File: src/rtl/add_arb_pkg.sv
// add_arb_pkg: shared FSM state type, default datapath width and the saturation all-ones helper
package add_arb_pkg;
  typedef enum logic [1:0] {IDLE, EXEC, RESP} state_t;
  localparam int WIDTH_DEF = 8;
  function automatic logic [63:0] all_ones(input int w);
    return (w >= 64) ? '1 : (64'd1 << w) - 64'd1;
  endfunction
endpackage

File: src/rtl/add_arb_ctrl_rr_arbiter.sv
// rr_arbiter: combinational round-robin pick of the first set req after last (ports: req, last, en in; one-hot gnt, encoded idx out)
module rr_arbiter #(
  parameter int N = 2,
  localparam int IW = $clog2(N)
) (
  input  logic [N-1:0]  req,
  input  logic [IW-1:0] last,
  input  logic          en,
  output logic [N-1:0]  gnt,
  output logic [IW-1:0] idx
);
  logic [IW-1:0] j;
  logic found;
  always_comb begin
    gnt = '0;
    idx = '0;
    j = '0;
    found = 1'b0;
    for (int k = 1; k <= N; k++) begin
      j = IW'((int'(last) + k) % N);
      if (en && !found && req[j]) begin
        gnt[j] = 1'b1;
        idx = j;
        found = 1'b1;
      end
    end
  end
endmodule

File: src/rtl/add_arb_ctrl.sv
// add_arb_ctrl: round-robin shared 8-bit adder sequencer (clk/rst_n, ena, sat_en, req valid/ready/a/b per requester; rsp valid/ready/sum/carry/id, busy)
module add_arb_ctrl import add_arb_pkg::*; #(
  parameter int WIDTH = WIDTH_DEF,
  parameter int N_REQ = 2,
  localparam int IDW = $clog2(N_REQ)
) (
  input  logic                   clk,
  input  logic                   rst_n,
  input  logic                   ena,
  input  logic                   sat_en,
  input  logic [N_REQ-1:0]       req_valid,
  output logic [N_REQ-1:0]       req_ready,
  input  logic [N_REQ*WIDTH-1:0] req_a,
  input  logic [N_REQ*WIDTH-1:0] req_b,
  output logic                   rsp_valid,
  input  logic                   rsp_ready,
  output logic [WIDTH-1:0]       rsp_sum,
  output logic                   rsp_carry,
  output logic [IDW-1:0]         rsp_id,
  output logic                   busy
);
  localparam logic [WIDTH-1:0] ONES = WIDTH'(all_ones(WIDTH));
  state_t state;
  logic [IDW-1:0] last_grant, gidx;
  logic [N_REQ-1:0] gnt;
  logic [WIDTH-1:0] a_q, b_q;
  logic sat_q, hs;
  logic [WIDTH:0] full;
  rr_arbiter #(.N(N_REQ)) u_arb (
    .req (req_valid),
    .last(last_grant),
    .en  (ena),
    .gnt (gnt),
    .idx (gidx)
  );
  assign req_ready = (state == IDLE) ? gnt : '0;
  assign hs = |(req_valid & req_ready);
  assign full = {1'b0, a_q} + {1'b0, b_q};
  assign rsp_valid = state == RESP;
  assign busy = state != IDLE;
  always_ff @(posedge clk or negedge rst_n)
    if (!rst_n) begin
      state <= IDLE;
      last_grant <= IDW'(N_REQ - 1);
      a_q <= '0;
      b_q <= '0;
      sat_q <= 1'b0;
      rsp_sum <= '0;
      rsp_carry <= 1'b0;
      rsp_id <= '0;
    end else if (state == IDLE && hs) begin
      a_q <= req_a[int'(gidx)*WIDTH +: WIDTH];
      b_q <= req_b[int'(gidx)*WIDTH +: WIDTH];
      sat_q <= sat_en;
      last_grant <= gidx;
      rsp_id <= gidx;
      state <= EXEC;
    end else if (state == EXEC) begin
      rsp_sum <= (sat_q && full[WIDTH]) ? ONES : full[WIDTH-1:0];
      rsp_carry <= full[WIDTH];
      state <= RESP;
    end else if (state == RESP && rsp_ready)
      state <= IDLE;
endmodule

File: config.mk
export PLATFORM = sky130hd
export DESIGN_NAME = add_arb_ctrl
export DESIGN_NICKNAME = d
export VERILOG_FILES = /design/src/rtl/add_arb_pkg.sv /design/src/rtl/add_arb_ctrl_rr_arbiter.sv /design/src/rtl/add_arb_ctrl.sv
export SDC_FILE = /design/constraint.sdc
export NUM_CORES = 1
export LEC_CHECK = 0
export CAP_MARGIN = 10
export CORE_MARGIN = 2
export CORE_UTILIZATION = 30
export DETAILED_ROUTE_END_ITERATION = 8
export SLEW_MARGIN = 30
export SYNTH_ARGS = -nofsm -noshare
export SYNTH_HDL_FRONTEND = slang
export SYNTH_SLANG_ARGS = --single-unit
File: constraint.sdc
create_clock -name clk -period 4.9 [get_ports clk]
set_input_delay 0.49 -clock clk [delete_from_list [all_inputs] [get_ports clk]]
set_output_delay 0.49 -clock clk [all_outputs]
set_load 0.02 [all_outputs]
Word level (Yosys, flattened, before mapping)
Index checks and enable logic that the tools add are counted.

$add $sub $neg: 3. $mul: 0. Divide/modulo/power cells: 0. Magnitude comparators: 4. Equality and inequality tests: 2. Shift operators: 2. Muxes and demuxes: 18. Bitwise logic cells: 3. Reduce and logical (&&, ||, !) cells: 14.

Operator list (count): $shiftx 16x5->8 (2); $mux 2 (6); $add 8x8->9 (1); $mux 1 (9); $logic_and 1x1->1 (8); $mux 8 (1); $lt 1x2->1 const B (2); $reduce_bool 3->1 (1); $add 1x1->1 const B (2); $and 2x2->2 (1); $demux 1 s1 (2); $eq 2x1->1 const B (1); $eq 2x2->1 const B (1); $ge 1x1->1 const B (2); $logic_not 2->1 (1); $or 2x2->2 (1); $reduce_and 2->1 (1); $reduce_bool 2->1 (1); $reduce_or 2->1 (1); $logic_not 1->1 (1); $not 1->1 (1).

Flip-flop bits (word level): 30. Latch bits: 0. RAM bits: 0. ROM bits: 0. Input bits: 39. Output and inout bits: 14. Logic and storage cells: 54. Memories: 0.

Depth between registers and ports, before layout
Depth after elaboration: 15. Depth in mapped cells: 7. Depth with buffers taken out: 7.

By module
From an unflattened synthesis, not the netlist that was laid out.

Cell total of the unflattened synthesis: 165. Area, all modules: 1642.8 sq um.

Modules (own cells, without submodules): add_arb_ctrl (times used 1, cells an instance 159, area an instance 1616.6 sq um, seq. area each 752.0 sq um); rr_arbiter (times used 1, cells an instance 6, area an instance 26.3 sq um, seq. area each 0.0 sq um).

Least setup slack after synthesis
No wires, ideal clock.

Path type: register -> register. From: reg a_q[0]. To: reg rsp_carry. Library setup time: 125 ps. Data arrival time: 1817 ps. Data required time: 4775 ps. Setup slack: 2958 ps. Cell stages (with the launch flop): 7. Path buffers: 0. Period minus slack after synthesis: 1942 ps. Cells stage by stage: dfrtp_1 ha_1 fa_1 a211oi_1 o21ai_1 a41o_1 mux2_2.

Word-level cells in the longest chain between the ends: 1.

RTL lines: from (decl) (line add_arb_ctrl.sv:26) `logic [WIDTH-1:0] a_q, b_q;`; from (signal assigned) (line add_arb_ctrl.sv:52) `a_q <= req_a[int'(gidx)*WIDTH +: WIDTH];`; $add 8x8->9 (line add_arb_ctrl.sv:38) `assign full = {1'b0, a_q} + {1'b0, b_q};`; to (signal assigned) (line add_arb_ctrl.sv:60) `rsp_carry <= full[WIDTH];`; to (decl) (line add_arb_ctrl.sv:18) `output logic rsp_carry,`.

No other way between the ends. A chain may end at the register's enable or synchronous reset.

Worst setup path in the final report
From: in req_valid[1]. To: out req_ready[1].

Word-level cells in the longest chain between the ends: 9. Elaborated cells between the ends (all ways): 13. Those cells by class: mux (8); bitwise (1); reduce/logical (4).

RTL lines: from (decl) (line add_arb_ctrl.sv:11) `input logic [N_REQ-1:0] req_valid,`; $mux 1 (implied by the code) (2 in a row) (line add_arb_ctrl_rr_arbiter.sv:21) `if (en && !found && req[j]) begin`; $logic_and 1x1->1 (line add_arb_ctrl_rr_arbiter.sv:21); $mux 1 (line add_arb_ctrl_rr_arbiter.sv:21); $logic_not 1->1 (line add_arb_ctrl_rr_arbiter.sv:21); $logic_and 1x1->1 (2 in a row) (line add_arb_ctrl_rr_arbiter.sv:21); $mux 2 * (line add_arb_ctrl_rr_arbiter.sv:21); $mux 2 * (line add_arb_ctrl.sv:36) `assign req_ready = (state == IDLE) ? gnt : '0;`; to (decl) (line add_arb_ctrl.sv:12) `output logic [N_REQ-1:0] req_ready,`.

Every way passes the cells marked *; elsewhere a longest branch is shown, timed or not. The select of a mux whose other input is x is not followed.

==> results.yml <==
status:
  status: "completed"
clock_network:
  cts_buffers: 5
  cts_htree_levels: 2
  insertion_delay_ps: 280
  clk_pin_slew_ps: 50
  cts.sinks: 30
  cts_hold_buf: 0
  ctsResizeCount: 0
  clock_path_buffers: 2
  cts_tree: "built"
  clockRootBuffer: "clkbuf_8"
  postCtsSetupBuffers: 0
cells_and_area:
  layout-drive-gt1-share_pct: 17.1
  diodes: 0
  nNetsFinal: 258
  syn2layout_area_growth_pct: 34.6
route:
  first_iter_violations: 20
  drtPass1Iterations: 4
  ant_nets: 0
  route.detailed.drc: 0
  wire_per_inst_um: 11.4
  totalWireLength_um: 3260
  vias_per_cell: 4.50
  vias: 1286
timing:
  slew_headroom_pct: 52.8
  finalSetupViolCount: 0
  fin_setup_tns_ps: 0
  hold_viol: 0
  rsz0062_at_grt: "no"
  slew_viol_final: 0
  tightest_slew_ps: 707
  period_share_pct: 62.3
  skew_ps: 5.21
  clock.fmax_ghz: 0.328
  min_period_ps: 3050
  setup_ws_ps: 1850
synthesis:
  yosysSeqAreaShare_pct: 42.4
  syn-cell-area_um2: 1780
  avgSynthCellArea_um2: 11.4
  yosys_warnings: 0
  ys_ff_latch: 30
  synth_cells: 156
  yosysUniqueCellTypes: 38
  synth.net_count: 204
setup_path:
  r2r_start: "a_q[0]"
  crit_path_start_kind: "primary input"
  reg2reg_depth: 6
  path_class: "primary input to primary output"
  end_kind: "primary output"
  cp.arrival_ps: 2560
  crit_end: "req_ready[1]"
  r2r-end: "rsp_carry"
  required_ps: 4410
  cp-startpoint: "req_valid[1]"
  critPathMaxFanout: 17
  r2r_slack_ps: 2800
worst_hold_path:
  hp-class: "register to register"
  hold_depth: 1
global_routing:
  grt-ovfl-total: 0
  grt_usage_pct: 10.9
  grt_antenna_before_repair: 0
  grt_max_degree: 35
  grt_pass1_vias: 1156
  grt_pass1_wl_um: 5370
floorplan:
  rows: 28
  die_w_um: 80.9
  ios: 53
  die_h_um: 80.9
  start_util_pct: 30.5
  fp.coreArea_um2: 5820
  dieArea_um2: 6550
power_and_ir_drop:
  power.leakage_nw: 0.947
  power_density_nw_per_um2: 647
  irDropWorstVdd_v: 0.000167
job:
  drv_cap: 0
placed_design:
  pre_cts_ws_ps: 1830
  io_buffer_count: 52
  dp_hpwl_um: 2530
  gp_congestion: 0.740
-- through the flow --
stage	instances	area, um^2	power [mW]	utilization [%]	hold slack (ps)
after floorplan	156	1780	1.14	-	194
final	286	2390	1.55	41.1	504
after CTS	286	2390	1.57	41.1	513
after detailed placement	278	2300	1.36	39.5	500
after global placement	278	2300	1.34	39.5	498
after global routing	286	2390	1.69	41.1	530
-- area by class of cell --
| type | instances | area, um^2 |
|---|---|---|
| sequential | 30 | 752 |
| clock buffer | 8 | 90.1 |
| fill | 619 | 3430 |
| tap | 75 | 93.8 |
| timing repair buffer | 53 | 528 |
| inverter | 5 | 18.8 |
| multi-input combinational | 115 | 907 |
-- logic make-up (layout without fill, tap and decap cells) --
group / count (synthesis) / count (layout) / share of synthesized area (%)
AOI/OAI and AO/OA: 50 / 50 / 21.8
and+or+nand+nor: 32 / 32 / 9.30
DFF: 30 / 30 / 42.4
muxes: 18 / 18 / 10.3
buffers and inverters: 11 / 66 / 6.55
adders and majority gates: 9 / 9 / 6.77
xor gates and xnor gates: 6 / 6 / 2.96
-- Yosys cell counts --
master,number,area share (%)
dfrtp_1,29,41
mux2i_1,16,9.0
a21oi_2,13,6.4
nor2_1,13,2.7
a21oi_1,9,2.5
ha_1,8,5.6
nor2_2,6,2.1
o22a_1,6,3.0
a21o_1,5,2.1
inv_1,5,1.1
nand2_1,5,1.1
buf_12,4,4.5
o21ai_0,4,1.1
a31oi_1,3,1.1
xnor2_1,3,1.5
xor2_1,3,1.5
a211oi_1,2,0.85
mux2_2,2,1.3
a21oi_4,1,0.92
a41o_1,1,0.56
and2_1,1,0.35
and2b_1,1,0.42
and2b_2,1,0.49
clkbuf_1,1,0.21
clkbuf_8,1,0.78
dfstp_2,1,1.5
fa_1,1,1.1
nand3_1,1,0.28
nor2_4,1,0.63
nor2b_1,1,0.35
o211ai_1,1,0.42
o211ai_2,1,0.70
o21a_4,1,0.85
o21ai_1,1,0.28
o21bai_1,1,0.42
o311a_1,1,0.56
or2_2,1,0.35
or2_4,1,0.49
-- power breakdown --
group | switching, mW | internal (mW)
Clock | 0.0851 | 0.114
Sequential | 0.0861 | 0.372
Combinational | 0.450 | 0.439
-- sequential cells by signal, indices dropped and copies added (netlist names) --
signal,cells
rsp_sum,8
b_q,8
sat_q,1
a_q,8
rsp_carry,1
rsp_id,1
last_grant,1
state,2
-- worst min-delay path by stage --
| stage | startpoint | end |
|---|---|---|
| final | rsp_sum[4] | rsp_sum[4] |
| after global routing | rsp_sum[4] | rsp_sum[4] |
| after CTS | rsp_sum[4] | rsp_sum[4] |
| after detailed placement | rsp_sum[5] | rsp_sum[5] |
| after global placement | rsp_carry | rsp_carry |
| after floorplan | rst_n | a_q[0] |
-- routing by layer --
metal / global-route usage, % / share of wire [%] / wire length, um
met1: 14.9 / 48 / 1550
met2: 15.5 / 45 / 1450
met3: 2.44 / 4.8 / 155
met4: 6.61 / 2.9 / 95
met5: 0 / 0 / 0
-- critical path, cell delays in order --
cell             delay [ps]
clkdlybuf4s50_1         540
nand2_1                 110
a21oi_4                 560
and2b_2                 260
clkdlybuf4s50_1         600
-- placed cells by master (no fill, tap or decap), drive strengths merged, types with 2 or more instances in the layout --
cell            n
a21oi          23
xor2            3
xnor2           3
a21o            5
o211ai          2
or2             2
nor2           20
o21ai           5
mux2i          16
a211oi          2
dfrtp          29
clkbuf          8
inv             5
clkdlybuf4s50  52
a31oi           3
o22a            6
mux2            2
ha              8
and2b           2
nand2           5
No activity file was read; power rests on OpenSTA's default activity.
